==> src/rtl/reg_bus_splitter.sv <==
// One-to-N register bus fan-out: routes each upstream request to the slave region picked by address.
// Optional REG_BUS_TIMEOUT_EN macro adds a WAIT-state timeout that answers with an error.
//
// state  | meaning
// IDLE   | waiting for bus_req, decode address
// REQ    | one-cycle request pulse to the selected slave
// WAIT   | holding for the selected slave's ready
// RESP   | one-cycle upstream response pulse
module reg_bus_splitter #(
  parameter int DATA_WIDTH     = 32,
  parameter int ADDR_WIDTH     = 32,
  parameter int NUM_SLAVES     = 4,
  parameter int REGION_BITS    = 8,
  parameter int TIMEOUT_CYCLES = 64
) (
  input  logic                             clk,
  input  logic                             reset,
  input  logic                             bus_req,
  input  logic                             bus_req_is_wr,
  input  logic [ADDR_WIDTH-1:0]            bus_addr,
  input  logic [DATA_WIDTH-1:0]            bus_wr_data,
  input  logic [DATA_WIDTH/8-1:0]          bus_wr_strobe,
  output logic                             bus_ready,
  output logic                             bus_err,
  output logic [DATA_WIDTH-1:0]            bus_rd_data,
  output logic                             busy,
  output logic [NUM_SLAVES-1:0]            s_bus_req,
  output logic                             s_bus_req_is_wr,
  output logic [REGION_BITS-1:0]           s_bus_addr,
  output logic [DATA_WIDTH-1:0]            s_bus_wr_data,
  output logic [DATA_WIDTH/8-1:0]          s_bus_wr_strobe,
  input  logic [NUM_SLAVES-1:0]            s_bus_ready,
  input  logic [NUM_SLAVES-1:0]            s_bus_err,
  input  logic [NUM_SLAVES*DATA_WIDTH-1:0] s_bus_rd_data
);

  localparam int SEL_W = (NUM_SLAVES > 1) ? $clog2(NUM_SLAVES) : 1;
  localparam logic [NUM_SLAVES-1:0] SEL_ONE = NUM_SLAVES'(1);

  if (NUM_SLAVES < 1 || NUM_SLAVES > 16 || TIMEOUT_CYCLES < 2) begin : g_param_check
    $error("reg_bus_splitter: NUM_SLAVES must be 1..16 and TIMEOUT_CYCLES >= 2");
  end

  typedef enum logic [1:0] {S_IDLE, S_REQ, S_WAIT, S_RESP} state_t;

  state_t                  state;
  logic [SEL_W-1:0]        slot_q;
  logic [SEL_W-1:0]        req_slot;
  logic                    dec_err;
  logic                    sel_ready;
  logic                    sel_err;
  logic [DATA_WIDTH-1:0]   sel_data;
  logic [DATA_WIDTH-1:0]   resp_data;

`ifdef REG_BUS_TIMEOUT_EN
  localparam int CNT_W = $clog2(TIMEOUT_CYCLES);
  localparam logic [CNT_W-1:0] CNT_LOAD = CNT_W'(TIMEOUT_CYCLES - 1);
  // Down-counter: reaching zero marks the last WAIT cycle before timeout.
  logic [CNT_W-1:0] tmo_cnt;
`endif

  always_comb begin
    req_slot = bus_addr[REGION_BITS +: SEL_W];
    dec_err  = (int'(req_slot) >= NUM_SLAVES) ||
               ((bus_addr >> (REGION_BITS + SEL_W)) != '0);
  end

  always_comb begin
    sel_ready = s_bus_ready[slot_q];
    sel_err   = s_bus_err[slot_q];
    sel_data  = s_bus_rd_data[slot_q*DATA_WIDTH +: DATA_WIDTH];
    resp_data = s_bus_req_is_wr ? '0 : sel_data;
  end

  always_ff @(posedge clk) begin
    if (!reset) begin
      state           <= S_IDLE;
      slot_q          <= '0;
      bus_ready       <= 1'b0;
      bus_err         <= 1'b0;
      bus_rd_data     <= '0;
      busy            <= 1'b0;
      s_bus_req       <= '0;
      s_bus_req_is_wr <= 1'b0;
      s_bus_addr      <= '0;
      s_bus_wr_data   <= '0;
      s_bus_wr_strobe <= '0;
`ifdef REG_BUS_TIMEOUT_EN
      tmo_cnt         <= '0;
`endif
    end else begin
      bus_ready <= 1'b0;
      s_bus_req <= '0;
      case (state)
        S_IDLE: begin
          if (bus_req) begin
            s_bus_req_is_wr <= bus_req_is_wr;
            s_bus_addr      <= bus_addr[REGION_BITS-1:0];
            s_bus_wr_data   <= bus_wr_data;
            s_bus_wr_strobe <= bus_wr_strobe;
            slot_q          <= req_slot;
            busy            <= 1'b1;
            if (dec_err) begin
              bus_ready   <= 1'b1;
              bus_err     <= 1'b1;
              bus_rd_data <= '0;
              state       <= S_RESP;
            end else begin
              s_bus_req <= SEL_ONE << req_slot;
              state     <= S_REQ;
            end
          end
        end
        S_REQ: begin
`ifdef REG_BUS_TIMEOUT_EN
          tmo_cnt <= CNT_LOAD;
`endif
          if (sel_ready) begin
            bus_ready   <= 1'b1;
            bus_err     <= sel_err;
            bus_rd_data <= resp_data;
            state       <= S_RESP;
          end else begin
            state <= S_WAIT;
          end
        end
        S_WAIT: begin
          // A slave answer in the final allowed cycle beats the timeout.
          if (sel_ready) begin
            bus_ready   <= 1'b1;
            bus_err     <= sel_err;
            bus_rd_data <= resp_data;
            state       <= S_RESP;
          end
`ifdef REG_BUS_TIMEOUT_EN
          else if (tmo_cnt == '0) begin
            bus_ready   <= 1'b1;
            bus_err     <= 1'b1;
            bus_rd_data <= '0;
            state       <= S_RESP;
          end else begin
            tmo_cnt <= tmo_cnt - 1'b1;
          end
`else
          else begin
            state <= S_WAIT;
          end
`endif
        end
        S_RESP: begin
          busy  <= 1'b0;
          state <= S_IDLE;
        end
        default: state <= S_IDLE;
      endcase
    end
  end

endmodule
==> config.mk <==
export PLATFORM = sky130hd
export DESIGN_NAME = reg_bus_splitter
export DESIGN_NICKNAME = d
export VERILOG_FILES = /design/src/rtl/reg_bus_splitter.sv
export SDC_FILE = /design/constraint.sdc
export NUM_CORES = 1
export LEC_CHECK = 0
export ABC_CLOCK_PERIOD_IN_PS = 2050
export CAP_MARGIN = 20
export CORE_ASPECT_RATIO = 0.9
export CORE_MARGIN = 2
export CORE_UTILIZATION = 32
export DETAILED_ROUTE_END_ITERATION = 10
export HOLD_SLACK_MARGIN = 0.03
export PLACE_DENSITY = 0.77
export SLEW_MARGIN = 20
export SYNTH_ARGS = -nofsm -noshare
export SYNTH_HDL_FRONTEND = slang
export SYNTH_SLANG_ARGS = --single-unit
export TNS_END_PERCENT = 10
==> constraint.sdc <==
create_clock -name clk -period 2.05 [get_ports clk]
set_clock_uncertainty 0.15 [all_clocks]
set_input_delay 0.615 -clock clk [delete_from_list [all_inputs] [get_ports clk]]
set_output_delay 0.615 -clock clk [all_outputs]
set_load 0.03 [all_outputs]
Word-level counts from Yosys, hierarchy flattened
Index checks and enable logic that the tools add are counted.
{"block": "classes", "bitwise": 3, "n_addsub": 0, "eq_ne": 6, "magnitude_cmp": 1, "reduce_logical": 9, "muxes": 23, "multipliers": 0, "shift": 2, "n_div": 0}
{"cell": "32-bit 2-to-1 mux", "n": 4}
{"cell": "128-bit by 8-bit variable part select with 32-bit output", "n": 1}
{"cell": "32-bit one-hot mux with 2 select lines", "n": 1}
{"cell": "32-bit nonzero test", "n": 1}
{"cell": "1-bit 2-to-1 mux", "n": 10}
{"cell": "1-bit one-hot mux with 2 select lines", "n": 3}
{"cell": "2-bit one-hot mux with 3 select lines", "n": 1}
{"cell": "1-bit binary-select mux with 2-bit select", "n": 2}
{"cell": "2-bit == test (second input constant)", "n": 2}
{"cell": "2-bit 2-to-1 mux", "n": 2}
{"cell": "2-bit inequality test (second input constant)", "n": 2}
{"cell": "2-bit AND reduction", "n": 2}
{"cell": "4-bit AND reduction", "n": 1}
{"cell": "2-bit nonzero test", "n": 2}
{"cell": "4-bit OR reduction", "n": 1}
{"cell": "1-bit by 2-bit left shift with 4-bit output (first input constant)", "n": 1}
{"cell": "2-bit by 3-bit less-than comparator with 1-bit output (second input constant)", "n": 1}
{"cell": "1-bit NOT", "n": 3}
{"cell": "2-bit by 1-bit == test with 1-bit output (second input constant)", "n": 1}
{"cell": "2-bit logical NOT", "n": 1}
{"cell": "2-bit by 1-bit inequality test with 1-bit output (second input constant)", "n": 1}
{"cell": "2-bit OR reduction", "n": 1}
{"block": "word_totals", "ff_bits": 88, "ramBits": 0, "romBits": 0, "n_memories": 0, "word_cells": 55, "input_bits": 208, "latch_bits": 0, "output_inout_bits": 84}

Longest topological paths before layout
Gate-level depths: netlist of run 1.
{"block": "logic_depth", "word_depth": 4, "mapped_depth": 8}

Least setup slack after synthesis of run 1
Ideal clock, no wire load.
{"block": "synth_timing", "path_type": "input -> register", "start": "in bus_addr[22]", "end": "reg bus_rd_data[0]", "slack_ns": -0.135, "path_buffers": 2, "stages": 6, "required_time_ns": 1.828, "t_arrival_ns": 1.963, "setup_time_ns": 0.072, "path_cell_list": "or4_1 > nor2_2 > a311o_1 > buf_6 > buf_12 > mux2i_1"}
{"block": "synth_between", "elab_chain_len": 3}
{"element": "start, declared", "line": "20", "source": "input logic [ADDR_WIDTH-1:0] bus_addr,"}
{"element": "32-bit nonzero test", "line": "65", "source": "((bus_addr >> (REGION_BITS + SEL_W)) != '0);"}
{"element": "2-bit inequality test (no line)"}
{"element": "4-bit AND reduction (no line)"}
{"element": "end signal, assigned", "line": "121", "source": "bus_rd_data <= resp_data;"}
{"element": "end signal, assigned", "line": "132", "source": "bus_rd_data <= resp_data;"}
{"element": "end, declared", "line": "25", "source": "output logic [DATA_WIDTH-1:0] bus_rd_data,"}
No other way between the ends.
A chain may end at the register's enable or synchronous reset.

Final worst setup path of run 1
{"block": "layout_timing", "start": "in bus_addr[16]", "end": "reg bus_rd_data[4]"}
The elaborated chain is that of the path after synthesis.

==> flow_metrics.tcl, run 1 <==
set metrics [dict create \
    layout.nets 946 \
    cts-root-buf "clkbuf_16" \
    hold_path.class "flop to flop" \
    clock_latency_ps 330 \
    tightest_slew_ps 486.1 \
    syn_avg_cell_area_um2 9.490 \
    cts.sinks 88 \
    die_y_um 112.5 \
    nFillCells 1118 \
    critPathBufInv 3 \
    grt_pass1_vias 4722 \
    p_total_mw 8.794 \
    crit_type "primary input to flop" \
    cp-end-kind "flop" \
    min_from "s_bus_wr_data[26]" \
    dieArea_mm2 0.01401 \
    pin_count 292 \
    area_growth_pct 83.38 \
    synth.distinct_cells 31 \
    synth_fp_nets 652 \
    antenna_found_initial 0 \
    vias 4385 \
    wl_met3_um 921 \
    numCtsBuffers 9 \
    grt_pass1_wl_mm 23.72 \
    grt.total_usage_pct 21.16 \
    setup_viol 0 \
    initial_core_util_pct 32.86 \
    wl_met2_mm 7.650 \
    first_pass_iters 4 \
    fmax_ghz 0.4963 \
    coreArea_mm2 0.01274 \
    reg2reg_setup_slack_ps 60 \
    layout_min_cycle_time_ps 2015 \
    rr_startpoint "state[0]" \
    place.port_buffers 291 \
    dp_hpwl_mm 11.34 \
    cts_tree "done" \
    whs_path_depth 2 \
    cts_htree_levels 3 \
    synthCells 441 \
    cp.required_ps 2160 \
    placed_cells 879 \
    critPathArrivalTime_ps 2120 \
    initialDrtViolationCount 166 \
    wl_met1_mm 5.919 \
    cts_buffer_depth 2 \
    yosys_warnings 0 \
    clk_pin_slew_ps 60 \
    antenna_left 0 \
    async_reset_ff_share_pct 0 \
    startpoint_type "primary input" \
    drv_slew 0 \
    drc 0 \
    critPathLaunch "bus_addr[16]" \
    final_cells 904 \
    endpoint "bus_rd_data[4]" \
    fin_setup_tns_ps 0 \
    rsz0062_at_grt "yes" \
    syn_area_mm2 0.004185 \
    synth_top_flop_cell "dfxtp_1" \
    slowest_delay_ps 420 \
    maxCapViolations 0 \
    drive_above_1_share_pct 12.97 \
    grt_max_degree 48 \
    finalWeightedCongestion 0.7935 \
    slowest_stage "or4_4" \
    register_area_mm2 0.001765 \
    path_cells "dlygate4sd2_1 -> or4_4 -> nor2_4 -> a311o_2 -> buf_6 -> buf_12 -> mux2i_2" \
    avgRoutedWirePerCell_um 16.45 \
    p_leak_nw 3.299 \
    synth-seq-cells 88 \
    power.density_mw_per_mm2 1146 \
    cp.depth 7 \
    routed_via_density 4.851 \
    whs_ps 300.2 \
    r2r_cells 7 \
    dr.max_layer_used "met4" \
    antenna_cells 0 \
    finalCritPeriodShare_pct 98.29 \
    die_w_um 124.6 \
    r2r_end "bus_err" \
    yosysSeqAreaShare_pct 42.09 \
    synth_edf_count 0 \
    rows 39 \
    grt_overflow 0 \
    irDropWorstVdd_uv 582.2 \
    cpLargestDelayFamily "buffers and inverters" \
    hold_viol 0 \
    relSlewSlack_pct 67.59 \
    status "finished, final reports clean" \
    worstPathMaxFanout 5 \
    drt_wl_total_mm 14.87 \
    multi_input_area_mm2 0.002241 \
]
report_power, final:
part           total [mW]  switching, mW  internal [mW]
clock network        1.77          0.690           1.08
registers            2.33          0.205           2.12
logic                4.70           2.48           2.22
total                8.79           3.37           5.42
tightest hold or removal path: cells and delay by family (launching register included):
kind	cells	cell delay, ps
and+or+nand+nor	1	50
AOI/OAI and AO/OA	1	50
DFF	1	300
sequential cells by signal (all words and copies together), names as in the netlist:
register	cells
bus_rd_data	32
s_bus_wr_data	32
s_bus_wr_strobe	4
busy	1
s_bus_req	4
s_bus_req_is_wr	1
state	2
slot_q	2
s_bus_addr	8
bus_err	1
bus_ready	1
how the worst min path moves through the flow:
stage                                    to  slack, ps
after floorplan                    state[0]        350
after global placement    s_bus_wr_data[22]        290
after detailed placement  s_bus_wr_data[18]        300
after CTS                 s_bus_wr_data[18]        300
after global routing      s_bus_wr_data[26]        320
final                     s_bus_wr_data[26]        300
timing repair:
| item | 4_1_cts | 5_1_grt |
|---|---|---|
| gates resized for setup | 138 | 12 |
| endpoints found under the setup margin | 121 | 22 |
| gates cloned | 4 | 0 |
| hold buffers | 0 | 0 |
| setup buffers | 5 | 1 |
| pin swaps | 9 | 3 |
cells in the mapped netlist (2+ instances only):
library cell / number / area share, %
buf_12: 3 / 1.4
ha_1: 3 / 0.90
clkbuf_1: 24 / 2.2
dfxtp_1: 88 / 42
mux2i_1: 33 / 7.9
a31oi_1: 2 / 0.30
nand2_1: 162 / 15
nor3_1: 4 / 0.48
and2_1: 2 / 0.30
mux4_1: 4 / 2.5
nor2_1: 6 / 0.54
a21oi_1: 48 / 5.7
inv_1: 7 / 0.63
buf_2: 5 / 0.60
mux4_2: 30 / 16
nor4_1: 3 / 0.45
buf_6: 2 / 0.54
or4_1: 2 / 0.36
layer usage:
metal / track usage, % / vias to the layer above
met5: 0 / -
met4: 6.517 / 0
met3: 5.386 / 28
met2: 39.38 / 159
met1: 23.78 / 2087
li1: - / 2111
metrics by stage:
stage | cell area [um^2] | worst slack [ps] | utilization, %
finish | 7675 | 35.06 | 60.26
global route | 7675 | -18.24 | 60.26
CTS | 7700 | 2.039 | 60.46
detailed placement | 7331 | -563.5 | 57.56
global placement | 7331 | -492.2 | 57.56
floorplan | 4198 | -81.04 | -
kinds of logic (layout without fill, tap and decap cells):
family	count (synthesis)	after routing	synth area share, %
and+or+nand+nor	184	184	17.46
DFF	88	88	42.09
muxes	67	67	26.55
AOI/OAI and AO/OA	57	57	7.563
buffers and inverters	42	341	5.441
adders and majority gates	3	3	0.8970
cell type report:
class                           instances  share of cell area (%)
Tap cell                              164                   2.674
Clock inverter                          7                   1.321
Timing Repair Buffer                  318                   40.53
Sequential cell                        88                   23.00
Clock buffer                            9                   2.934
Multi-Input combinational cell        311                   29.20
Inverter                                7                  0.3424
cell usage in the layout (no fill, tap or decap), types with 7 or more instances in the layout:
master	Yosys	final
a21oi_1	48	48
buf_12	3	7
buf_4	0	14
clkbuf_16	0	9
clkdlybuf4s50_1	0	180
dfxtp_1	88	87
dlygate4sd2_1	0	96
mux2i_1	33	32
mux4_2	30	30
nand2_1	162	162
Power figures use the tool's default switching activity.
==> run 2, diff against run 1 <==
- CELL_PAD_IN_SITES_DETAIL_PLACEMENT: unset -> 1
- CELL_PAD_IN_SITES_GLOBAL_PLACEMENT: unset -> 1
- CORE_UTILIZATION: 32 -> 22
- PLACE_DENSITY: 0.77 -> unset
- PLACE_DENSITY_LB_ADDON: unset -> 0.1
==> run 2 against run 1 <==
Against the previous run: via count is 0.30% lower; non-clock buffer count up 5; sequential power about the same; combinational power up 1%; clock power barely moved; sequential cell count did not move; die area up 44%; cell count is 9.4% higher; worst setup slack worse by 5.4 ps; count of clock-buffer cells in the layout up 2; critical path depth is the same; total power is 0.79% higher; critical path type unchanged.
==> flow_metrics.tcl, run 2 (synthesis gave the netlist of run 1 again) <==
set metrics [dict create \
    critPathLaunch "bus_addr[13]" \
    hold_path.class "flop to flop" \
    slowest_delay_ps 290 \
    rr_startpoint "slot_q[0]" \
    seq_power_share_pct 26.2 \
    hold_viol 0 \
    antenna_cells 0 \
    placed_area_mm2 0.007445 \
    drive_above_1_share_pct 13.84 \
    cell_internal_pwr_mw 5.466 \
    avgRoutedWirePerCell_um 17.23 \
    irDropWorstVdd_uv 473.9 \
    die_w_um 149.4 \
    grt_max_degree 37 \
    fmax_ghz 0.4950 \
    antenna_found_initial 0 \
    p_sw_mw 3.397 \
    critPathArrivalTime_ps 2130 \
    rsz0062_at_grt "yes" \
    grt.total_usage_pct 17.00 \
    whs_ps 301.3 \
    vias 4372 \
    grt_pass1_wl_mm 26.17 \
    setup_viol 0 \
    coreArea_mm2 0.01852 \
    p_leak_nw 3.321 \
    design_area_mm2 0.007780 \
    initialDrtViolationCount 94 \
    relSlewSlack_pct 68.46 \
    fin_setup_tns_ps 0 \
    die_y_um 134.9 \
    r2r_cells 6 \
    layout_min_cycle_time_ps 2020 \
    endpoint "bus_rd_data[1]" \
    rows 47 \
    area_growth_pct 85.89 \
    reg2reg_setup_slack_ps 60 \
    maxCapViolations 0 \
    pin_count 292 \
    finalCritPeriodShare_pct 98.55 \
    top_regs "bus_rd_data: 32 flops, s_bus_wr_data: 32 flops, s_bus_addr: 8 flops" \
    drc 0 \
    final_common_cell "clkdlybuf4s50_1" \
    tightest_slew_ps 473.1 \
    layout.nets 951 \
    startpoint_type "primary input" \
    grt_pass1_vias 4913 \
    drt_wl_total_mm 17.04 \
    worstPathMaxFanout 7 \
    clk_pin_slew_ps 60 \
    drv_slew 0 \
    power_frac_clock_pct 20.2 \
    numCtsBuffers 9 \
    first_pass_iters 4 \
    final_util_pct 42.00 \
    cts-root-buf "clkbuf_16" \
    grt_overflow 0 \
    dieArea_mm2 0.02015 \
    cts_buffer_depth 2 \
    initial_core_util_pct 22.59 \
    place.port_buffers 291 \
    placed_cells 964 \
    status "finished, final reports clean" \
    finalWeightedCongestion 0.7424 \
    cp-end-kind "flop" \
    r2r_end "bus_rd_data[1]" \
    antenna_left 0 \
    cts.sinks 88 \
    cts_htree_levels 3 \
    clock_latency_ps 340 \
    dp_hpwl_mm 13.40 \
    final_cell_mix "179 x clkdlybuf4s50_1, 161 x nand2_1, 94 x dlygate4sd2_1, 87 x dfxtp_1, 48 x a21oi_1" \
    crit_type "primary input to flop" \
    power.density_mw_per_mm2 1139 \
    final_cells 989 \
    path_cells "dlygate4sd2_1 -> nor4_1 -> and4_1 -> a311o_2 -> buf_6 -> buf_12 -> mux2i_1" \
    routed_via_density 4.421 \
    nFillCells 2131 \
    pwr-share-comb_pct 53.6 \
    slowest_stage "and4_1" \
    cts_tree "done" \
    cp.required_ps 2160 \
    p_sw_share_pct 38.33 \
]
[run 2: cell types whose count changed in the layout (fill, tap and decap cells not counted), sizes merged]
cell and change:
buf +9, clkdlybuf4s50 -1, clkinv +1, clkinvlp -2, dlygate4sd2 -2, dlymetal6s2s +1
inv -2
[run 2: metrics by stage]
step | total power [mW] | setup slack [ps]
floorplan | 5.093 | -81.04
global placement | 6.720 | -526.5
detailed placement | 6.828 | -595.2
CTS | 9.047 | -5.065
global route | 9.408 | -21.54
finish | 8.863 | 29.67
[run 2: final cells by class]
class	instances	area, um^2	share of cell area [%]
multi-input cells	311	2243	28.84
clock buffers	11	242.7	3.120
well taps	245	306.5	3.940
clock inverters	4	77.57	0.9971
repair buffers	323	3118	40.08
flip-flops and latches	88	1765	22.69
inverters	7	26.28	0.3377
[run 2: what timing repair did]
item                       CTS  global route
hold buffers                 0             0
cloned                       3             0
buffers inserted             8             0
setup endpoints to repair  120            24
pin swaps                    8             5
gates resized for setup    140            13
[run 2: how the worst min path moves through the flow]
stage / start / to / slack (ps) / cells past startpoint
final: bus_rd_data[8] / bus_rd_data[8] / 300 / 2
after global routing: s_bus_addr[2] / s_bus_addr[2] / 320 / 2
after CTS: s_bus_wr_strobe[3] / s_bus_wr_strobe[3] / 300 / 2
after detailed placement: s_bus_wr_strobe[3] / s_bus_wr_strobe[3] / 300 / 2
after global placement: s_bus_wr_data[13] / s_bus_wr_data[13] / 290 / 2
after floorplan: state[0] / state[0] / 350 / 2
[run 2: metal layers]
layer	share of wire (%)	wire length (um)	GRT usage, %
met2	53	9113	31.93
met4	1.7	294	4.444
met1	38	6480	17.91
met5	0	0	0
met3	6.8	1154	6.047
[run 2: power groups by stage]
| stage | sequential [mW] | clock, mW | combinational (mW) |
|---|---|---|---|
| 2_1_floorplan | 3.09 | 0 | 2.00 |
| 3_3_place_gp | 2.36 | 0 | 4.36 |
| 3_5_place_dp | 2.38 | 0 | 4.45 |
| 4_1_cts | 2.33 | 1.86 | 4.86 |
| 5_1_grt | 2.38 | 1.94 | 5.09 |
| 6_report | 2.32 | 1.79 | 4.75 |
[run 2: critical path: cells and delay by family]
kind	cells	cell delay, ps
compound gates	1	290
buf+inv	3	480
mux	1	200
simple gates	2	530
==> run 3, diff against run 2 <==
- CORE_ASPECT_RATIO: 0.9 -> unset
==> run 3 against run 2 <==
Against the previous run: critical endpoint is now bus_rd_data[11]; largest power group unchanged; register-to-register slack better by 20 ps; cell area is 0.31% lower; sequential power hardly changed; clock power is 13% lower; global-route usage is 0.051 points higher; via count is 0.87% higher; total power is 3.4% lower; worst setup slack better by 18 ps; sequential cell count stayed put; wire length is 1.4% higher.
==> flow_metrics.tcl, run 3 (synthesis gave the netlist of run 1 again) <==
set metrics [dict create \
    relSlewSlack_pct 68.90 \
    drive_above_1_share_pct 13.34 \
    layout.nets 949 \
    area_growth_pct 85.32 \
    pin_count 292 \
    place.port_buffers 291 \
    final_util_pct 41.46 \
    cpLargestDelayFamily "simple AND/OR/NAND/NOR gates" \
    antenna_left 0 \
    finalCritPeriodShare_pct 97.65 \
    irDropWorstVdd_uv 473.0 \
    slowest_delay_ps 290 \
    cts.sinks 88 \
    finalWeightedCongestion 0.7972 \
    crit_type "primary input to flop" \
    clock_latency_ps 340 \
    routed_via_density 4.518 \
    final_common_cell "clkdlybuf4s50_1" \
    placed_area_mm2 0.007486 \
    grt_pass1_vias 4822 \
    critPathArrivalTime_ps 2120 \
    worstPathMaxFanout 6 \
    drc 0 \
    design_area_mm2 0.007756 \
    critPathBufInv 2 \
    vias 4410 \
    maxCapViolations 0 \
    cts_hold_repair.buffers 0 \
    dp_hpwl_mm 13.46 \
    antenna_cells 0 \
    whs_ps 301.1 \
    fmax_ghz 0.4995 \
    slowest_stage "nor4_2" \
    hold_path.class "flop to flop" \
    first_pass_iters 4 \
    layout_min_cycle_time_ps 2002 \
    grt_pass1_wl_mm 26.48 \
    coreArea_mm2 0.01871 \
    dieArea_mm2 0.02014 \
    numCtsBuffers 9 \
    placed_cells 953 \
    rows 50 \
    tightest_slew_ps 466.5 \
    final_cell_mix "181 x clkdlybuf4s50_1, 161 x nand2_1, 92 x dlygate4sd2_1, 87 x dfxtp_1, 48 x a21oi_1" \
    p_leak_nw 3.301 \
    path_cells "clkdlybuf4s15_1 -> nor4_2 -> and4_4 -> a311o_2 -> bufbuf_16 -> mux2i_1" \
    avgRoutedWirePerCell_um 17.71 \
    antenna_found_initial 1 \
    startpoint_type "primary input" \
    die_w_um 141.9 \
    hold_viol 0 \
    cp.required_ps 2170 \
    initial_core_util_pct 22.37 \
    initialDrtViolationCount 92 \
    cp-end-kind "flop" \
    grt.total_usage_pct 17.05 \
    cts_tree "done" \
    drt_wl_total_mm 17.29 \
    drv_slew 0 \
    top_regs "bus_rd_data: 32 flops, s_bus_wr_data: 32 flops, s_bus_addr: 8 flops" \
    grt_overflow 0 \
    cts_buffer_depth 2 \
    setup_viol 0 \
    rsz0062_at_grt "yes" \
    status "finished, final reports clean" \
    die_y_um 141.9 \
    final_cells 976 \
    grt_max_degree 35 \
    power.density_mw_per_mm2 1104 \
    cts-root-buf "clkbuf_16" \
    cts_htree_levels 3 \
    clk_pin_slew_ps 60 \
]
## run 3: changes by cell type in the layout (fill, tap and decap cells not counted), sizes merged, moves of 2 or more
cell / change
clkbuf: +5
dlygate4sd2: -2
bufinv: -2
buf: -8
clkdlybuf4s50: +2
clkdlybuf4s15: +2
## run 3: stage by stage
stage / setup TNS (ps) / total power, mW / worst slack [ps]
finish: 0 / 8.565 / 48.13
global route: -6.281 / 9.111 / -6.281
detailed placement: -22030 / 6.875 / -614.2
floorplan: -2431 / 5.093 / -81.04
global placement: -20300 / 6.774 / -534.9
CTS: -350.9 / 8.797 / -55.99
## run 3: final timing paths
kind | start | to | slack, ps | cells after the start
setup / recovery | bus_addr[11] | bus_rd_data[11] | 50 | 6
hold / removal | s_bus_wr_data[3] | s_bus_wr_data[3] | 300 | 2
setup reg to reg | slot_q[0] | bus_rd_data[11] | 80 | 5
hold reg to reg | s_bus_wr_data[3] | s_bus_wr_data[3] | 300 | 2
## run 3: cell type report
type,count,area [um^2]
well taps,234,292.8
multi-input cells,311,2250
clock buffers,12,256.5
fillers,2128,10950
inverters,7,26.28
repair buffers,321,3148
clock inverters,3,17.52
flip-flops and latches,88,1765
## run 3: routing by layer
metal  global-route usage (%)  part of all wire, %  vias up
li1                         -                    -     2118
met1                    18.49                   39     2118
met2                    31.91                   52      150
met3                    4.759                  6.8       22
met4                    5.579                  2.1        2
met5                        0                0.064        -
## run 3: power breakdown
group	internal, mW	switching (mW)	total (mW)
sequential	2.12	0.197	2.32
combinational	2.22	2.47	4.69
clock	0.878	0.680	1.56
total	5.22	3.34	8.56
## run 3: worst register-to-register path, delay by kind of cell (launching register included)
family | cells | cell delay, ps
AO/OA/AOI/OAI | 1 | 210
buffers and inverters | 1 | 300
flip-flops | 1 | 360
multiplexers | 3 | 890
## run 3: timing repair
item                                    in CTS  in global routing
cloned                                       3                  0
setup buffers                                4                  2
resized for setup                          129                 18
endpoints found under the setup margin     121                 27
pin swaps                                    9                  8
